**src/rtl/util_fifo_if.sv**
```systemverilog
// Handshake bundle for util_fifo: write-enable/full side and read-enable/valid side.
// The FIFO takes the slave modport; producer/consumer logic takes the master modport.
interface util_fifo_if #(
  parameter int BYTE_WIDTH  = 1,
  parameter int COUNT_WIDTH = 8
);
  logic                    rd_en;
  logic                    rd_valid;
  logic [BYTE_WIDTH*8-1:0] rd_data;
  logic                    rd_empty;
  logic                    wr_en;
  logic                    wr_ack;
  logic [BYTE_WIDTH*8-1:0] wr_data;
  logic                    wr_full;
  logic [COUNT_WIDTH-1:0]  data_count;

  modport master (
    output rd_en, wr_en, wr_data,
    input  rd_valid, rd_data, rd_empty, wr_ack, wr_full, data_count
  );

  modport slave (
    input  rd_en, wr_en, wr_data,
    output rd_valid, rd_data, rd_empty, wr_ack, wr_full, data_count
  );
endinterface

```
**src/rtl/util_fifo.sv**
```systemverilog
// Single-clock FIFO with optional first-word-fall-through read, write ack and
// occupancy count. Full/empty come from an occupancy counter, not pointer compare.
module util_fifo #(
  parameter int    FIFO_DEPTH  = 256,
  parameter int    BYTE_WIDTH  = 1,
  parameter int    COUNT_WIDTH = 8,
  parameter int    FWFT        = 1,
  parameter int    COUNT_DELAY = 1,
  parameter int    COUNT_ENA   = 1,
  parameter int    DATA_ZERO   = 0,
  parameter int    ACK_ENA     = 1,
  parameter string RAM_TYPE    = "block"
) (
  input logic        clk,
  input logic        rst,
  util_fifo_if.slave bus
);

  localparam int DW = BYTE_WIDTH * 8;
  localparam int AW = $clog2(FIFO_DEPTH);
  localparam int OW = AW + 1;
  localparam logic [OW-1:0] DEPTH_V = OW'(FIFO_DEPTH);
  localparam longint CNT_MAX = (longint'(1) << COUNT_WIDTH) - 1;

  typedef logic [DW-1:0] word_t;

  (* ram_style = RAM_TYPE *) word_t mem [FIFO_DEPTH];

  logic [AW-1:0]          wr_ptr_q, rd_ptr_q;
  logic [OW-1:0]          occ_q, occ_d;
  logic [OW-1:0]          ram_cnt_q, ram_cnt_d;
  word_t                  stg_data_q, out_data_q;
  logic                   stg_valid_q, stg_valid_d;
  logic                   out_valid_q, out_valid_d;
  logic                   wr_full_q, rd_empty_q, rd_empty_d, wr_ack_q;
  logic [COUNT_WIDTH-1:0] cnt_q, cnt_dly_q, cnt_d;
  logic                   wr_acc, pop, ram_rd, out_load;

  // FWFT keeps a two-deep read pipeline (RAM read register, then output
  // register) that refills as it drains, so back-to-back pops run at one word/clock.
  always_comb begin
    // NOTE: every combinational output gets a default on every path so no latch is inferred.
    wr_acc      = bus.wr_en && !wr_full_q;
    pop         = 1'b0;
    out_load    = 1'b0;
    ram_rd      = 1'b0;
    out_valid_d = 1'b0;
    stg_valid_d = 1'b0;
    if (FWFT != 0) begin
      pop         = bus.rd_en && out_valid_q;
      out_load    = stg_valid_q && (!out_valid_q || pop);
      ram_rd      = (ram_cnt_q != '0) && (!stg_valid_q || out_load);
      out_valid_d = out_load || (out_valid_q && !pop);
      stg_valid_d = ram_rd || (stg_valid_q && !out_load);
    end else begin
      pop         = bus.rd_en && !rd_empty_q;
      ram_rd      = pop;
      out_valid_d = pop;
    end
    occ_d      = occ_q + OW'(wr_acc) - OW'(pop);
    ram_cnt_d  = ram_cnt_q + OW'(wr_acc) - OW'(ram_rd);
    rd_empty_d = (FWFT != 0) ? !out_valid_d : (occ_d == '0);
    cnt_d      = (longint'(occ_q) > CNT_MAX) ? '1 : COUNT_WIDTH'(occ_q);
  end

  // NOTE: storage and the RAM read register carry no reset so they map onto RAM
  // primitives; validity is tracked by the reset-controlled flags below.
  always_ff @(posedge clk) begin
    if (wr_acc) mem[wr_ptr_q] <= bus.wr_data;
    if (ram_rd) stg_data_q <= mem[rd_ptr_q];
  end

  // NOTE: all state registers use non-blocking assignment so every flop samples pre-edge values.
  always_ff @(posedge clk) begin
    if (rst) begin
      wr_ptr_q    <= '0;
      rd_ptr_q    <= '0;
      occ_q       <= '0;
      ram_cnt_q   <= '0;
      stg_valid_q <= 1'b0;
      out_valid_q <= 1'b0;
      out_data_q  <= '0;
      wr_full_q   <= 1'b0;
      rd_empty_q  <= 1'b1;
      wr_ack_q    <= 1'b0;
      cnt_q       <= '0;
      cnt_dly_q   <= '0;
    end else begin
      if (wr_acc) wr_ptr_q <= wr_ptr_q + 1'b1;
      if (ram_rd) rd_ptr_q <= rd_ptr_q + 1'b1;
      occ_q       <= occ_d;
      ram_cnt_q   <= ram_cnt_d;
      stg_valid_q <= stg_valid_d;
      out_valid_q <= out_valid_d;
      if (out_load)                out_data_q <= stg_data_q;
      else if ((FWFT == 0) && pop) out_data_q <= mem[rd_ptr_q];
      wr_full_q   <= (occ_d == DEPTH_V);
      rd_empty_q  <= rd_empty_d;
      wr_ack_q    <= (ACK_ENA != 0) && wr_acc;
      cnt_q       <= cnt_d;
      cnt_dly_q   <= cnt_q;
    end
  end

  assign bus.rd_valid   = out_valid_q;
  assign bus.rd_data    = ((DATA_ZERO != 0) && !out_valid_q) ? '0 : out_data_q;
  assign bus.rd_empty   = rd_empty_q;
  assign bus.wr_full    = wr_full_q;
  assign bus.wr_ack     = wr_ack_q;
  assign bus.data_count = (COUNT_ENA == 0) ? '0 : ((COUNT_DELAY != 0) ? cnt_dly_q : cnt_q);

endmodule

```
**src/flat_wrapper.sv**
```systemverilog
// flat-port wrapper written by rule: the top's interface ports become plain ports
module util_fifo_flat 
#(
  parameter int    FIFO_DEPTH  = 256,
  parameter int    BYTE_WIDTH  = 1,
  parameter int    COUNT_WIDTH = 8,
  parameter int    FWFT        = 1,
  parameter int    COUNT_DELAY = 1,
  parameter int    COUNT_ENA   = 1,
  parameter int    DATA_ZERO   = 0,
  parameter int    ACK_ENA     = 1,
  parameter string RAM_TYPE    = "     "
)
  (clk, rst, bus_rd_en, bus_wr_en, bus_wr_data, bus_rd_valid, bus_rd_data, bus_rd_empty, bus_wr_ack, bus_wr_full, bus_data_count);
  util_fifo_if #(.BYTE_WIDTH(BYTE_WIDTH), .COUNT_WIDTH(COUNT_WIDTH)) bus_i ();
  input logic clk;
  input logic rst;
  input wire logic [$bits(bus_i.rd_en)-1:0] bus_rd_en;
  input wire logic [$bits(bus_i.wr_en)-1:0] bus_wr_en;
  input wire logic [$bits(bus_i.wr_data)-1:0] bus_wr_data;
  output wire logic [$bits(bus_i.rd_valid)-1:0] bus_rd_valid;
  output wire logic [$bits(bus_i.rd_data)-1:0] bus_rd_data;
  output wire logic [$bits(bus_i.rd_empty)-1:0] bus_rd_empty;
  output wire logic [$bits(bus_i.wr_ack)-1:0] bus_wr_ack;
  output wire logic [$bits(bus_i.wr_full)-1:0] bus_wr_full;
  output wire logic [$bits(bus_i.data_count)-1:0] bus_data_count;
  assign bus_i.rd_en = bus_rd_en;
  assign bus_i.wr_en = bus_wr_en;
  assign bus_i.wr_data = bus_wr_data;
  assign bus_rd_valid = bus_i.rd_valid;
  assign bus_rd_data = bus_i.rd_data;
  assign bus_rd_empty = bus_i.rd_empty;
  assign bus_wr_ack = bus_i.wr_ack;
  assign bus_wr_full = bus_i.wr_full;
  assign bus_data_count = bus_i.data_count;
  util_fifo #(.FIFO_DEPTH(FIFO_DEPTH), .BYTE_WIDTH(BYTE_WIDTH), .COUNT_WIDTH(COUNT_WIDTH), .FWFT(FWFT), .COUNT_DELAY(COUNT_DELAY), .COUNT_ENA(COUNT_ENA), .DATA_ZERO(DATA_ZERO), .ACK_ENA(ACK_ENA), .RAM_TYPE(RAM_TYPE)) u_core (.clk(clk), .rst(rst), .bus(bus_i));
endmodule
```
**config.mk**
```make
export PLATFORM = sky130hd
export DESIGN_NAME = util_fifo_flat
export DESIGN_NICKNAME = d
export VERILOG_FILES = /design/src/rtl/util_fifo_if.sv /design/src/rtl/util_fifo.sv /design/src/flat_wrapper.sv
export SDC_FILE = /design/constraint.sdc
export NUM_CORES = 2
export LEC_CHECK = 0
export ABC_CLOCK_PERIOD_IN_PS = 3500
export BUFFER_PORTS_ARGS = -buffer_cell sky130_fd_sc_hd__buf_2
export CAP_MARGIN = 20
export CORE_MARGIN = 10
export CORE_UTILIZATION = 50
export CTS_CLUSTER_DIAMETER = 120
export DETAILED_ROUTE_END_ITERATION = 12
export GPL_TIMING_DRIVEN = 1
export HOLD_SLACK_MARGIN = 0.06
export PLACE_DENSITY_LB_ADDON = 0.2
export SLEW_MARGIN = 20
export SYNTH_ARGS = -nofsm -noshare
export SYNTH_HDL_FRONTEND = slang
export SYNTH_SLANG_ARGS = --single-unit
```
**constraint.sdc**
```tcl
create_clock -name clk -period 3.5 [get_ports clk]
set_clock_uncertainty 0.05 [all_clocks]
set_input_delay 0.875 -clock clk [delete_from_list [all_inputs] [get_ports clk]]
set_output_delay 0.875 -clock clk [all_outputs]
set_load 0.02 [all_outputs]
```
==> reports/metrics.yaml <==
status: "finished, final reports clean"
syn_nets: 4155
start_util: 0.503
finalSetupTns_ns: 0
fin_nets: 4708
drt_first_pass_iters: 6
rows: 149
cts_tree: "yes"
grt.met2_usage: 0.386
grt_use_total: 0.246
async_reset_ff_frac: 0
path_common_cell: "buf_12"
path_class: "reg2reg"
ys_types: 73
rr_worst_depth: 9
max_stage_delay_ns: 0.65
setup.worst_path.end_class: "flip-flop"
place.gp.congestion: 0.868
syn_area_um2: 82800
synth-main-ff-cell: "edfxtp_1"
reg2reg_slack_ns: 0.10
grt.busiest_layer: "met2"
die_w_um: 427
ys_seq_area_frac: 0.761
cts.reportedPaths.clkPinSlew_ns: 0.06
yosysWarningCount: 0
dpl.hpwl_um: 144000
ys_top_cells_by_area: "edfxtp_1, mux4_2, mux2i_1, dfxtp_1, nor2_1"
timing.rr.end: "u_core.stg_data_q[1]"
drive_gt1_frac: 0.284
place_area_um2: 89300
powerDensity_nw_per_um2: 655
tightest_slew_ns: 1.06
wl_um: 225000
yosys.area.top_type: "edfxtp_1"
reg2reg_from: "u_core.rd_ptr_q[0]"
period_needed_ns: 3.40
synth-seq-cells: 2119
setup_viol: 0
die_area_um2: 182000
coreArea_um2: 165000
whs_path_depth: 2
syn_inst: 4108
hold_start: "rst"
drtAntennaViolNets: 0
dp.cells: 6637
grt_use_met3: 0.0552
final-hold-violation-count: 0
relSlewSlack: 0.294
setup_ws_ns: 0.103
rsz0062_at_grt: "no"
synth_edf_count: 2056
ir_drop_mv: 0.552
critPathArrivalTime_ns: 3.93
crit_path_cell_trace: "buf_12 -> buf_12 -> mux4_2 -> nand2_1 -> a21oi_1 -> a2111oi_1 -> nor3_1 -> o211ai_1 -> o41ai_1"
max_cap_viol_count: 0
hold_end: "u_core.ram_cnt_q[1]"
grt_util_met1: 0.342
io_pins: 32
cpMaxStageDelayCell: "a2111oi_1"
grt_pass1_wl_um: 322000
stdcell_area_um2: 95900
grt.overflow.total: 0
multi_input_area_um2: 18400
critPathLaunchType: "flip-flop"
htreeDepth: 4
via_count: 43600
first_global_vias: 43400
hold_path.class: "in2reg"
avgSynthCellArea_um2: 20.2
cts_buffer_depth: 3
worst-path-max-fanout: 32
vias_per_cell: 6.20
area_growth_pct: 15.8
clkLatencyLatePin_ns: 0.85
period_share: 0.971
fin_cells: 7027
postCtsHoldBufs: 0
p_leak_uw: 0.0310
crit_required_ns: 4.03
slew_viol_final: 0
fp.dieH_um: 427
synth_top_area_frac: 0.745
fmax_ghz: 0.294
initialDrtViolationCount: 5477
grt_antenna_before_repair: 9
avgRoutedWirePerCell_um: 32.0
ff_latch_area_um2: 63000
grt_max_degree: 108
cts_root_buf: "clkbuf_16"
clock_sinks: 2119
port_buffers: 31
preCtsSetupSlack_ns: -0.0461
nFillCells: 12000
cts_made_buffers: 211
drcViolationCount: 0
[power breakdown]
| group | switching [µW] | internal [µW] |
|---|---|---|
| Combinational | 6760 | 5890 |
| Sequential | 308 | 28100 |
| Clock | 9560 | 12200 |
[layout by cell type, fill, tap and decap left out, drive strengths merged, types with 17 or more instances in the layout]
master  count
a211oi     29
a21oi      95
a221oi     37
a22oi      43
buf       575
clkbuf    289
clkinv     86
dfxtp      63
edfxtp   2056
ha         33
inv        41
mux2       18
mux2i     174
mux4      461
nand2     120
nand3      50
nor2      334
nor2b      33
o21ai      58
o221ai     17
o22ai      27
[routing by layer]
layer	routed length, µm	part of all wire	vias up
li1	-	-	18000
met1	88400	0.39	22900
met2	106000	0.47	2232
met3	21100	0.094	407
met4	8570	0.038	4
met5	24	0.00011	-
[how the worst max path moves through the flow]
stage               cells past startpoint                   end          startpoint
floorplan                              14   u_core.ram_cnt_q[8]           bus_rd_en
global placement                       13    u_core.bus.wr_full           bus_rd_en
detailed placement                     13    u_core.bus.wr_full           bus_rd_en
CTS                                     9  u_core.stg_data_q[1]  u_core.rd_ptr_q[0]
global route                            9  u_core.stg_data_q[1]  u_core.rd_ptr_q[0]
finish                                  9  u_core.stg_data_q[1]  u_core.rd_ptr_q[0]
[registers in the layout (all words and copies together) (netlist names), 8 cells and up]
register,count
u_core.mem,2048
u_core.occ_q,9
u_core.ram_cnt_q,9
u_core.bus.data_count,8
u_core.bus.rd_data,8
u_core.cnt_q,8
u_core.rd_ptr_q,8
u_core.stg_data_q,8
u_core.wr_ptr_q,8
[synth_stat cells, drive strengths merged, types with 27 or more instances]
master  instances
edfxtp       2056
mux4          461
nor2          334
mux2i         174
buf           130
nand2         120
clkbuf        113
a21oi          95
dfxtp          63
o21ai          58
nand3          50
a22oi          43
a221oi         37
inv            34
ha             33
nor2b          33
a211oi         29
o22ai          27
[area by class of cell]
cell class,instances,area share
antenna,2,0.0000522
clock buffer,281,0.0590
clock inverter,107,0.00996
inverter,36,0.00145
multi-input combinational,1710,0.191
sequential,2119,0.657
tap,2189,0.0286
timing repair buffer,583,0.0524
[worst max-delay path, delay by kind of cell (launching register included)]
kind,cells,cell delay (ns)
AOI/OAI and AO/OA,4,1.17
buffers and inverters,2,0.51
DFF,1,0.52
muxes,1,0.55
and+or+nand+nor,2,0.28
[repair_timing]
| item | in CTS | in global routing |
|---|---|---|
| buffers inserted | 0 | 0 |
| gates resized for setup | 1 | 1 |
| endpoints found under the setup margin | 1 | 1 |
| gates cloned | 0 | 0 |
[logic make-up after synthesis]
logic type,Yosys count,share of synthesized area
multiplexers,653,0.149
adder cells (fa/ha/maj),35,0.00547
AO/OA/AOI/OAI,398,0.0328
AND/OR/NAND/NOR,599,0.0309
buffers and inverters,279,0.0187
flip-flops,2119,0.761
XOR/XNOR,25,0.00264
[per-stage QoR]
step	power, µW	util	hold WS, ns
floorplan	37200	-	0.364
global placement	41600	0.542	0.376
detailed placement	41700	0.542	0.376
CTS	63200	0.582	0.269
global route	64900	0.582	0.305
finish	62800	0.582	0.325
No activity file was read; power rests on OpenSTA's default activity.
